--- src/rtl/stopwatch_ctrl_if.sv ---
// Button, live-digit and display bundle between the stopwatch controller and its surroundings.
// The master side drives buttons and live digits; the slave side is the controller.
interface stopwatch_ctrl_if #(
    parameter int DIGIT_W = 4
);
    logic               btn_ss;
    logic               btn_lr;
    logic [DIGIT_W-1:0] live0;
    logic [DIGIT_W-1:0] live1;
    logic [DIGIT_W-1:0] live2;
    logic [DIGIT_W-1:0] live3;
    logic               run;
    logic               sw_clear;
    logic [DIGIT_W-1:0] disp0;
    logic [DIGIT_W-1:0] disp1;
    logic [DIGIT_W-1:0] disp2;
    logic [DIGIT_W-1:0] disp3;
    logic               lap_active;
    logic [1:0]         state_o;

    modport master (
        output btn_ss, btn_lr, live0, live1, live2, live3,
        input  run, sw_clear, disp0, disp1, disp2, disp3, lap_active, state_o
    );

    modport slave (
        input  btn_ss, btn_lr, live0, live1, live2, live3,
        output run, sw_clear, disp0, disp1, disp2, disp3, lap_active, state_o
    );
endinterface

--- src/rtl/stopwatch_ctrl.sv ---
// Start/stop and lap/reset sequencer for the 4-digit stopwatch, with display freeze during a lap.
// Optional auto-stop at 59.99 s is enabled by defining STOPWATCH_MAX_STOP_EN.
module stopwatch_ctrl #(
    parameter int DIGIT_W      = 4,
    parameter int CLEAR_CYCLES = 2
) (
    input  logic             clk,
    input  logic             reset,
    stopwatch_ctrl_if.slave  sw
);
    typedef enum logic [1:0] {
        IDLE    = 2'd0,
        RUNNING = 2'd1,
        LAP     = 2'd2,
        STOPPED = 2'd3
    } state_t;

    state_t             state_q, state_d;
    logic               ss_hist_q, ss_hist_d;
    logic               lr_hist_q, lr_hist_d;
    logic [3:0]         clr_cnt_q, clr_cnt_d;
    logic [DIGIT_W-1:0] held_q [4];
    logic [DIGIT_W-1:0] held_d [4];
    logic [DIGIT_W-1:0] live_w [4];
    logic [DIGIT_W-1:0] disp_w [4];

    logic ss_press;
    logic lr_press;
    logic clearing;

    assign live_w[0] = sw.live0;
    assign live_w[1] = sw.live1;
    assign live_w[2] = sw.live2;
    assign live_w[3] = sw.live3;

    generate
        for (genvar gi = 0; gi < 4; gi++) begin : g_disp
            assign disp_w[gi] = (state_q == LAP) ? held_q[gi] : live_w[gi];
        end
    endgenerate

    assign sw.disp0      = disp_w[0];
    assign sw.disp1      = disp_w[1];
    assign sw.disp2      = disp_w[2];
    assign sw.disp3      = disp_w[3];
    assign sw.run        = (state_q == RUNNING) || (state_q == LAP);
    assign sw.lap_active = (state_q == LAP);
    assign sw.state_o    = state_q;
    assign sw.sw_clear   = clearing;

    assign ss_press = sw.btn_ss & ~ss_hist_q;
    assign lr_press = sw.btn_lr & ~lr_hist_q;
    assign clearing = (clr_cnt_q != 4'd0);

`ifdef STOPWATCH_MAX_STOP_EN
    logic at_max;
    assign at_max = (sw.live3 == DIGIT_W'(5)) && (sw.live2 == DIGIT_W'(9)) &&
                    (sw.live1 == DIGIT_W'(9)) && (sw.live0 == DIGIT_W'(9));
`endif

    always_comb begin
        state_d   = state_q;
        held_d    = held_q;
        ss_hist_d = sw.btn_ss;
        lr_hist_d = sw.btn_lr;
        clr_cnt_d = clearing ? (clr_cnt_q - 4'd1) : 4'd0;

        // Presses during a clear are dropped outright; btn_ss wins a simultaneous press.
        if (!clearing) begin
            case (state_q)
                IDLE: begin
                    if (ss_press)      state_d = RUNNING;
                    else if (lr_press) clr_cnt_d = 4'(CLEAR_CYCLES);
                end
                RUNNING: begin
                    if (ss_press) begin
                        state_d = STOPPED;
                    end else if (lr_press) begin
                        state_d = LAP;
                        held_d  = live_w;
                    end
                end
                LAP: begin
                    if (ss_press)      state_d = STOPPED;
                    else if (lr_press) state_d = RUNNING;
                end
                STOPPED: begin
                    if (ss_press) begin
                        state_d = RUNNING;
                    end else if (lr_press) begin
                        state_d   = IDLE;
                        clr_cnt_d = 4'(CLEAR_CYCLES);
                    end
                end
                default: state_d = IDLE;
            endcase
        end

`ifdef STOPWATCH_MAX_STOP_EN
        // Auto-stop overrides any button activity in the same cycle, including a lap capture.
        if (((state_q == RUNNING) || (state_q == LAP)) && at_max) begin
            state_d = STOPPED;
            held_d  = held_q;
        end
`endif
    end

    always_ff @(posedge clk or posedge reset) begin
        if (reset) begin
            state_q   <= IDLE;
            ss_hist_q <= 1'b1;
            lr_hist_q <= 1'b1;
            clr_cnt_q <= 4'd0;
            for (int i = 0; i < 4; i++) held_q[i] <= '0;
        end else begin
            state_q   <= state_d;
            ss_hist_q <= ss_hist_d;
            lr_hist_q <= lr_hist_d;
            clr_cnt_q <= clr_cnt_d;
            for (int i = 0; i < 4; i++) held_q[i] <= held_d[i];
        end
    end
endmodule

--- src/flat_wrapper.sv ---
// flat-port wrapper written by rule: the top's interface ports become plain ports
module stopwatch_ctrl_flat 
#(
    parameter int DIGIT_W      = 4,
    parameter int CLEAR_CYCLES = 2
)
  (clk, reset, sw_btn_ss, sw_btn_lr, sw_live0, sw_live1, sw_live2, sw_live3, sw_run, sw_sw_clear, sw_disp0, sw_disp1, sw_disp2, sw_disp3, sw_lap_active, sw_state_o);
  stopwatch_ctrl_if #(.DIGIT_W(DIGIT_W)) sw_i ();
  input  logic clk;
  input  logic reset;
  input wire logic [$bits(sw_i.btn_ss)-1:0] sw_btn_ss;
  input wire logic [$bits(sw_i.btn_lr)-1:0] sw_btn_lr;
  input wire logic [$bits(sw_i.live0)-1:0] sw_live0;
  input wire logic [$bits(sw_i.live1)-1:0] sw_live1;
  input wire logic [$bits(sw_i.live2)-1:0] sw_live2;
  input wire logic [$bits(sw_i.live3)-1:0] sw_live3;
  output wire logic [$bits(sw_i.run)-1:0] sw_run;
  output wire logic [$bits(sw_i.sw_clear)-1:0] sw_sw_clear;
  output wire logic [$bits(sw_i.disp0)-1:0] sw_disp0;
  output wire logic [$bits(sw_i.disp1)-1:0] sw_disp1;
  output wire logic [$bits(sw_i.disp2)-1:0] sw_disp2;
  output wire logic [$bits(sw_i.disp3)-1:0] sw_disp3;
  output wire logic [$bits(sw_i.lap_active)-1:0] sw_lap_active;
  output wire logic [$bits(sw_i.state_o)-1:0] sw_state_o;
  assign sw_i.btn_ss = sw_btn_ss;
  assign sw_i.btn_lr = sw_btn_lr;
  assign sw_i.live0 = sw_live0;
  assign sw_i.live1 = sw_live1;
  assign sw_i.live2 = sw_live2;
  assign sw_i.live3 = sw_live3;
  assign sw_run = sw_i.run;
  assign sw_sw_clear = sw_i.sw_clear;
  assign sw_disp0 = sw_i.disp0;
  assign sw_disp1 = sw_i.disp1;
  assign sw_disp2 = sw_i.disp2;
  assign sw_disp3 = sw_i.disp3;
  assign sw_lap_active = sw_i.lap_active;
  assign sw_state_o = sw_i.state_o;
  stopwatch_ctrl #(.DIGIT_W(DIGIT_W), .CLEAR_CYCLES(CLEAR_CYCLES)) u_core (.clk(clk), .reset(reset), .sw(sw_i));
endmodule
--- config.mk ---
export PLATFORM = sky130hd
export DESIGN_NAME = stopwatch_ctrl_flat
export DESIGN_NICKNAME = d
export VERILOG_FILES = /design/src/rtl/stopwatch_ctrl_if.sv /design/src/rtl/stopwatch_ctrl.sv /design/src/flat_wrapper.sv
export SDC_FILE = /design/constraint.sdc
export NUM_CORES = 1
export LEC_CHECK = 0
export CAP_MARGIN = 20
export CORE_ASPECT_RATIO = 1.5
export CORE_UTILIZATION = 41
export CTS_CLUSTER_DIAMETER = 100
export CTS_CLUSTER_SIZE = 14
export DETAILED_ROUTE_END_ITERATION = 7
export PLACE_DENSITY = 0.74
export SETUP_SLACK_MARGIN = 0.4
export SYNTH_ARGS = -nofsm -noshare
export SYNTH_HDL_FRONTEND = slang
export SYNTH_SLANG_ARGS = --single-unit
--- constraint.sdc ---
create_clock -name clk -period 3.1 [get_ports clk]
set_clock_uncertainty 0.15 [all_clocks]
set_input_delay 0.465 -clock clk [delete_from_list [all_inputs] [get_ports clk]]
set_output_delay 0.465 -clock clk [all_outputs]
set_load 0.005 [all_outputs]
; After elaboration in Yosys (flattened, before gate mapping)
; Index checks and enable logic that the tools add are counted.
[totals]
ff_bits = 24
wordCells = 45
[op_classes]
n_addsub = 1
eq_ne = 7
mux = 17
bitwise_logic = 6
n_reduce_logical = 6
[ops]
columns = operator, n
row1 = $mux 4, 9
row2 = $mux 2, 7
row3 = $ne 3x1->1 const B, 3
row4 = $pmux 2 s4, 1
row5 = $reduce_and 5->1, 1
row6 = $eq 2x2->1 const B, 2
row7 = $not 1->1, 4
row8 = $reduce_and 4->1, 1
row9 = $reduce_bool 4->1, 1
row10 = $sub 4x1->4 const B, 1
row11 = $and 1x1->1, 2
row12 = $eq 2x1->1 const B, 1
row13 = $logic_not 2->1, 1
row14 = $ne 2x1->1 const B, 1
row15 = $reduce_or 2->1, 1
row16 = $logic_or 1x1->1, 1

; Depth between registers and ports, before layout
; Gate-level depths: netlist (run 1).
[logic_depth]
depth_word = 6
mapped_depth = 7
mapped_depth_nobuf = 6

; Worst setup path before layout (run 1)
; No wires, ideal clock.
[synth_timing]
kind = flip-flop to output port
start = reg u_core.state_q[0], in the netlist u_core.sw.state_o[0]
end = out sw_disp0[0]
arrival_time_ns = 1.744
t_required_ns = 2.485
path_slack_ns = 0.741
path_stages_with_launch = 6
n_path_buf = 2
cell_sequence = dfrtp_1 -> inv_1 -> ha_1 -> clkbuf_1 -> clkbuf_1 -> mux2_2
[synth_via]
elab_chain_cells = 2
[synth_lines]
columns = element, line_no
row1 = from (decl), stopwatch_ctrl.sv:18  ; state_t state_q, state_d;
row2 = from (signal assigned), stopwatch_ctrl.sv:116  ; state_q <= state_d;
row3 = $eq 2x2->1, -
row4 = via sw_lap_active, flat_wrapper.sv:23  ; output wire logic [$bits(sw_i.lap_active)-1:0] sw_lap_active;
row5 = $mux 4, stopwatch_ctrl.sv:38  ; assign disp_w[gi] = (state_q == LAP) ? held_q[gi] : live_w[gi];
row6 = to (decl), flat_wrapper.sv:19  ; output wire logic [$bits(sw_i.disp0)-1:0] sw_disp0;
; The timed path passes the listed nets, and every way through them passes these cells.

; Final worst setup path (run 1)
[layout_timing]
start = reg u_core.state_q[0], in the netlist u_core.sw.state_o[0]
end = out sw_disp0[2]
[layout_via]
elab_chain_cells = 2
[layout_lines]
columns = element, line_no
row1 = $eq 2x2->1, stopwatch_ctrl.sv:38
row2 = $mux 4, stopwatch_ctrl.sv:38
; No other way between the ends.

==> summary.txt, run 1 <==
Yosys
  – Synth async-reset ratio: 100%
  – Netlist cell types: 25
  – Sequential share of the synthesized area: 47.7%
  – Post-synth EDFFs: 0
  – Syn_nets: 117
  – Syn_area_per_cell: 13.6 sq um
  – Number of synthesized register bits: 24
  – Synthesized area: 1260 sq um
  – Syn Inst Count: 93
  – Post-synth top flop: dfrtp_1
  – YS warnings: 0

Pwr
  – Total power: 1.49 mW
  – Leak pwr: 0.794 nW
  – Worst VDD drop: 0.000532 V
  – Pwr Density: 832 nW/um^2

Placement
  – GPL Wtd Cong: 0.806
  – Post-DP Area: 1700 sq um
  – HPWL Detailed: 1840 microns
  – Number of buffers added on ports: 40
  – Pre-CTS setup slack: 0.327 ns
  – Dpl cells: 169

Drt
  – Met1 wire length: 1080 microns
  – Met2 Routed Length: 1390 microns
  – Top layer reached by signal wires: met4
  – Final wirelength: 2660 microns
  – Pre-Repair DR Iteration Count: 4
  – Post-detailed-route count of antenna-violating nets: 0
  – DRT iter0 DRCs: 25
  – Met3 WL post-DR: 122 microns
  – Drt wl/cell: 15.1 microns
  – # DRC: 0
  – Vias: 920
  – Vias per cell: 5.23

Setup path
  – Worst path max stage delay: 0.45 ns
  – CP arrival: 1.99 ns
  – R2R depth: 8
  – CP delay by family, top: buffers and inverters
  – CP Launch Type: flip-flop
  – Kind of critical path: reg -> out
  – Crit end category: output pin
  – Crit path depth: 5
  – CP required: 2.48 ns
  – R2R setup slack: 0.85 ns
  – Bufs and invs on worst path: 3
  – Cells along the critical path: inv_2 > ha_4 > buf_4 > mux2_2 > clkdlybuf4s50_1
  – Crit path max-delay cell type: dfrtp_1
  – CP Max Fanout: 9

Timing
  – Setup violators final: 0
  – Final Hold Viols: 0
  – Min cycle time layout: 2.61 ns
  – RSZ-0062 raised after global routing: false
  – Maximum clock frequency: 383 MHz
  – Crit share post-route: 84.2%
  – Max Slew Vio Count: 0
  – Hold slack: 0.357 ns
  – Relative slew slack: 40.8%
  – Fin Setup TNS: 0 ns
  – Worst Tran Pin Value: 0.887 ns
  – Setup WS post-layout: 0.491 ns

Layout
  – Commonest cells after routing, fill and taps aside: clkdlybuf4s50_1, mux2_2, dfrtp_1, mux2_4, clkbuf_8
  – Layout area overhead: 41.1%
  – Commonest non-fill, non-tap cell in the layout: clkdlybuf4s50_1
  – Nets: 162
  – Final Util: 61.3%
  – Ant. Diodes: 0
  – Fin area: 1790 sq um
  – Post-Layout Cell Count: 176
  – Layout cell share with drive strength beyond 1: 36.5%

GRT
  – Vias in the first global route: 989
  – Total gr overflow: 0
  – Initial antenna violation count: 0
  – Global-route usage over all layers: 18.7%
  – First-pass GRT wire length: 4460 microns
  – Largest net degree at the start of global routing: 25

Clock network
  – Clk buf depth: 2
  – CTS clk-pin slew, worst paths: 0.08 ns
  – CTS tree: yes
  – CTS buffer count: 3
  – Hold-fix buffers, CTS: 0
  – H-Tree Depth: 1
  – Root Driver: clkbuf_8
  – Num Clock Sinks: 24
  – Clk Latency, worst-skew pair: 0.27 ns

Floorplan
  – Die Area: 3320 sq um
  – Die span in y: 70.0 microns
  – Num rows: 24
  – Initial core utilization: 43.4%
  – I/O pins: 41
  – Total core area: 2910 sq um
  – Die width: 47.4 microns

Run
  – MaxCap Viol Count: 0

Hold path
  – Hold Path Depth: 1
  – Hold Crit Class: reg -> reg

Status
  – Status: completed
metal layers:
layer,vias up,global-route usage (%)
met5,-,0
met4,0,8.57
met3,7,2.84
met2,36,29.2
met1,455,24.2
li1,422,-
cells in the mapped netlist (all sizes together) (2+ instances only):
cell     n  share of area (%)
mux2    33                 32
dfrtp   22                 44
ha       4                4.0
inv      4                1.2
nand2    4                1.4
nor2     3               0.89
nor3     3                1.6
o21ai    3                1.2
clkbuf   2               0.59
dfstp    2                4.2
nor2b    2               0.99
o31ai    2                1.2
sequential cells by signal (all words and copies together), names as in the netlist:
signal / flops
u_core.held_q: 16
u_core.clr_cnt_q: 4
u_core.sw.state_o: 2
u_core.lr_hist_q: 1
u_core.ss_hist_q: 1
final cells by class:
type | instances | area [sq um]
fillers | 263 | 1130
multi-input cells | 62 | 641
flip-flops and latches | 24 | 603
repair buffers | 43 | 423
clock buffers | 4 | 55.1
well taps | 39 | 48.8
inverters | 4 | 15.0
power by group:
part | internal, mW | leakage (nW) | switching (mW)
registers | 0.441 | 0.294 | 0.0919
logic | 0.475 | 0.471 | 0.265
clock network | 0.113 | 0.0288 | 0.0999
total | 1.03 | 0.794 | 0.457
cell families after synthesis:
family / share of synthesized area (%)
flip-flops: 47.7
AO/OA/AOI/OAI: 5.04
buffers and inverters: 2.67
adder cells (fa/ha/maj): 3.96
multiplexers: 32.3
AND/OR/NAND/NOR: 8.31
path summary, 6_finish.rpt:
path	from	endpoint
worst max-delay path	u_core.sw.state_o[0]$_DFFE_PP0P_	sw_disp0[2]
worst min-delay path	u_core.held_q[3]$_DFFE_PP0P_	u_core.held_q[3]$_DFFE_PP0P_
worst max register to register	u_core.sw.state_o[0]$_DFFE_PP0P_	u_core.sw.state_o[1]$_DFFE_PP0P_
worst min register to register	u_core.held_q[3]$_DFFE_PP0P_	u_core.held_q[3]$_DFFE_PP0P_
max in group asynchronous	reset	u_core.held_q[7]$_DFFE_PP0P_
min in group asynchronous	reset	u_core.held_q[8]$_DFFE_PP0P_
repair_timing:
item,CTS,global route
buffers inserted,0,3
cloned,0,0
gates resized for setup,2,1
endpoints found under the setup margin,17,16
pin swaps,0,0
Power figures use the tool's default switching activity.
==> run 2: changes to the inputs <==
clock period = 2.5 ns   (was 3.1 ns; I/O delays follow)
==> summary.txt, run 2 (synthesized netlist as in run 1, its figures left out) <==
Setup path
  – CP Launch Type: flip-flop
  – Crit path max-delay cell type: dfrtp_2
  – Cells along the critical path: inv_4 > ha_4 > buf_12 > buf_6 > buf_8 > mux2_4 > buf_6
  – CP arrival: 1.66 ns (-0.33 ns)
  – CP required: 1.98 ns (-0.50 ns)
  – CP Max Fanout: 4 (-5)
  – Cell mode on critical path: buf_6
  – R2R depth: 9 (+1)
  – CP startpoint: u_core.sw.state_o[0]$_DFFE_PP0P_
  – R2r endpoint: u_core.sw.state_o[1]$_DFFE_PP0P_
  – Reg2reg start: u_core.sw.state_o[0]$_DFFE_PP0P_
  – R2R setup slack: 0.41 ns (-0.44 ns)
  – Critical Path Sink: sw_disp1[2]
  – Kind of critical path: reg -> out
  – Worst path max stage delay: 0.44 ns (about the same)
  – Crit end category: output pin

Layout
  – Layout area overhead: 70.8%
  – Most flop-heavy register: u_core.held_q
  – Final Util: 74.2% (+13 points)
  – Filler instances: 197 (-25%)
  – Nets: 183 (+13%)
  – Register area: 608 sq um (+0.83%)
  – Multi-input logic area: 723 sq um (+13%)
  – Ant. Diodes: 0 (unchanged)
  – Commonest cells after routing, fill and taps aside: mux2_4, buf_6, clkdlybuf4s50_1, dfrtp_1, buf_4
  – Max reg flops: 16 (unchanged)
  – Commonest non-fill, non-tap cell in the layout: mux2_4
  – Layout cell share with drive strength beyond 1: 59.9% (+23 points)

Drt
  – Pre-Repair DR Iteration Count: 4 (unchanged)
  – Vias: 1011 (+9.9%)
  – Met1 wire length: 1360 microns (+25%)
  – DRT iter0 DRCs: 17 (-32%)
  – Met3 WL post-DR: 104 microns (-15%)
  – # DRC: 0 (unchanged)
  – Vias per cell: 5.16 (-1.3%)
  – Drt wl/cell: 17.1 microns (+14%)
  – Top layer reached by signal wires: met4
  – Final wirelength: 3360 microns (+26%)
  – Post-detailed-route count of antenna-violating nets: 0 (unchanged)
  – Met2 Routed Length: 1820 microns (+31%)

Clock network
  – Num Clock Sinks: 24 (unchanged)
  – Clk Latency, worst-skew pair: 0.26 ns (about the same)
  – CTS clk-pin slew, worst paths: 0.08 ns (about the same)
  – Hold-fix buffers, CTS: 0 (unchanged)
  – CTS tree: yes
  – Clk buf depth: 2 (unchanged)
  – Root Driver: clkbuf_8
  – CTS buffer count: 3 (unchanged)
  – H-Tree Depth: 1 (unchanged)

Pwr
  – Seq pwr share: 28.5% (-7.3 points)
  – Leak pwr: 1.04 nW (+30%)
  – Clock power frac: 9.5% (-4.9 points)
  – Total power: 2.33 mW (+57%)
  – Net Sw Frac: 31.1% (+0.37 points)
  – Logic pwr share: 62.0% (+12 points)
  – Worst VDD drop: 0.000640 V (+20%)
  – Pwr Density: 1080 nW/um^2 (+30%)
  – P_int: 1.61 mW (+56%)
  – Switch Pwr: 726 uW (+59%)

Run
  – MaxCap Viol Count: 0 (unchanged)

GRT
  – Largest net degree at the start of global routing: 18 (-28%)
  – Global-route usage over all layers: 21.5% (+2.8 points)
  – Vias in the first global route: 1073 (+8.5%)
  – Initial antenna violation count: 0 (unchanged)
  – First-pass GRT wire length: 5070 microns (+14%)
  – Total gr overflow: 0 (unchanged)

Timing
  – RSZ-0062 raised after global routing: true
  – Maximum clock frequency: 457 MHz
  – Setup violators final: 0 (unchanged)
  – Fin Setup TNS: 0 ns (unchanged)
  – Crit share post-route: 87.5%
  – Worst Tran Pin Value: 0.640 ns (-0.247 ns)
  – Max Slew Vio Count: 0 (unchanged)
  – Final Hold Viols: 0 (unchanged)
  – Setup WS post-layout: 0.313 ns (-0.178 ns)
  – Relative slew slack: 57.3% (+17 points)
  – Min cycle time layout: 2.19 ns

Placement
  – Number of buffers added on ports: 40 (unchanged)
  – GPL Wtd Cong: 0.770 (-4.6%)
  – Pre-CTS setup slack: 0.0997 ns (-0.227 ns)
  – HPWL Detailed: 1930 microns (+5.2%)

Floorplan
  – Num rows: 24 (unchanged)
  – Die span in y: 70.0 microns (unchanged)
  – I/O pins: 41 (unchanged)
  – Die Area: 3320 sq um (unchanged)
  – Die width: 47.4 microns (unchanged)
  – Initial core utilization: 43.4% (unchanged)
  – Total core area: 2910 sq um (unchanged)

Hold path
  – Hold Crit Class: in -> async

Status
  – Status: completed
## run 2: cell count changes in the layout (fill, tap and decap cells not counted), sizes merged
cell / before / now
clkbuf: 5 / 3
clkdlybuf4s50: 40 / 21
clkdlybuf4s15: 0 / 1
dlygate4sd2: 0 / 2
buf: 2 / 40
## run 2: metal layers
metal	up-vias	track usage, %
li1	461	-
met5	-	0
met3	8	1.81
met4	0	11.4
met1	511	28.4
met2	31	33.3
## run 2: power by group through the flow
| stage | Combinational (mW) | Clock, mW | Sequential [mW] |
|---|---|---|---|
| finish | 1.45 | 0.222 | 0.666 |
| global route | 1.54 | 0.241 | 0.681 |
| CTS | 1.16 | 0.224 | 0.654 |
| detailed placement | 0.900 | 0 | 0.661 |
| global placement | 0.875 | 0 | 0.653 |
| floorplan | 0.534 | 0 | 0.629 |
## run 2: how the worst min path moves through the flow
stage | to | startpoint
3_3_place_gp | u_core.held_q[14]$_DFFE_PP0P_ | u_core.held_q[14]$_DFFE_PP0P_
3_5_place_dp | u_core.held_q[5]$_DFFE_PP0P_ | u_core.held_q[5]$_DFFE_PP0P_
4_1_cts | u_core.held_q[4]$_DFFE_PP0P_ | reset
5_1_grt | u_core.held_q[9]$_DFFE_PP0P_ | u_core.held_q[9]$_DFFE_PP0P_
6_report | u_core.clr_cnt_q[2]$_DFF_PP0_ | reset
2_1_floorplan | u_core.lr_hist_q$_DFF_PP1_ | sw_btn_lr
## run 2: cell type report
type	count	share of cell area, %
repair buffers	64	33.4
well taps	39	2.26
multi-input cells	62	33.5
clock buffers	3	1.91
inverters	4	0.811
flip-flops and latches	24	28.1
## run 2: critical path: cells and delay by family (launching register included)
kind / cells / cell delay (ns)
muxes: 1 / 0.31
buffers and inverters: 5 / 0.50
DFF: 1 / 0.44
adders and majority gates: 1 / 0.16
## run 2: through the flow
| step | instance area, sq um | hold slack [ns] | std cells |
|---|---|---|---|
| global route | 2160 | 0.388 | 196 |
| detailed placement | 1730 | 0.342 | 172 |
| CTS | 1960 | 0.360 | 194 |
| global placement | 1730 | 0.340 | 172 |
| finish | 2160 | 0.346 | 196 |
| floorplan | 1270 | 0.229 | 93 |
## run 2: repair_timing
item | 4_1_cts | 5_1_grt
pin swaps | 2 | 2
setup buffers | 17 | 2
cloned | 2 | 0
gates resized for setup | 83 | 44
endpoints found under the setup margin | 29 | 27
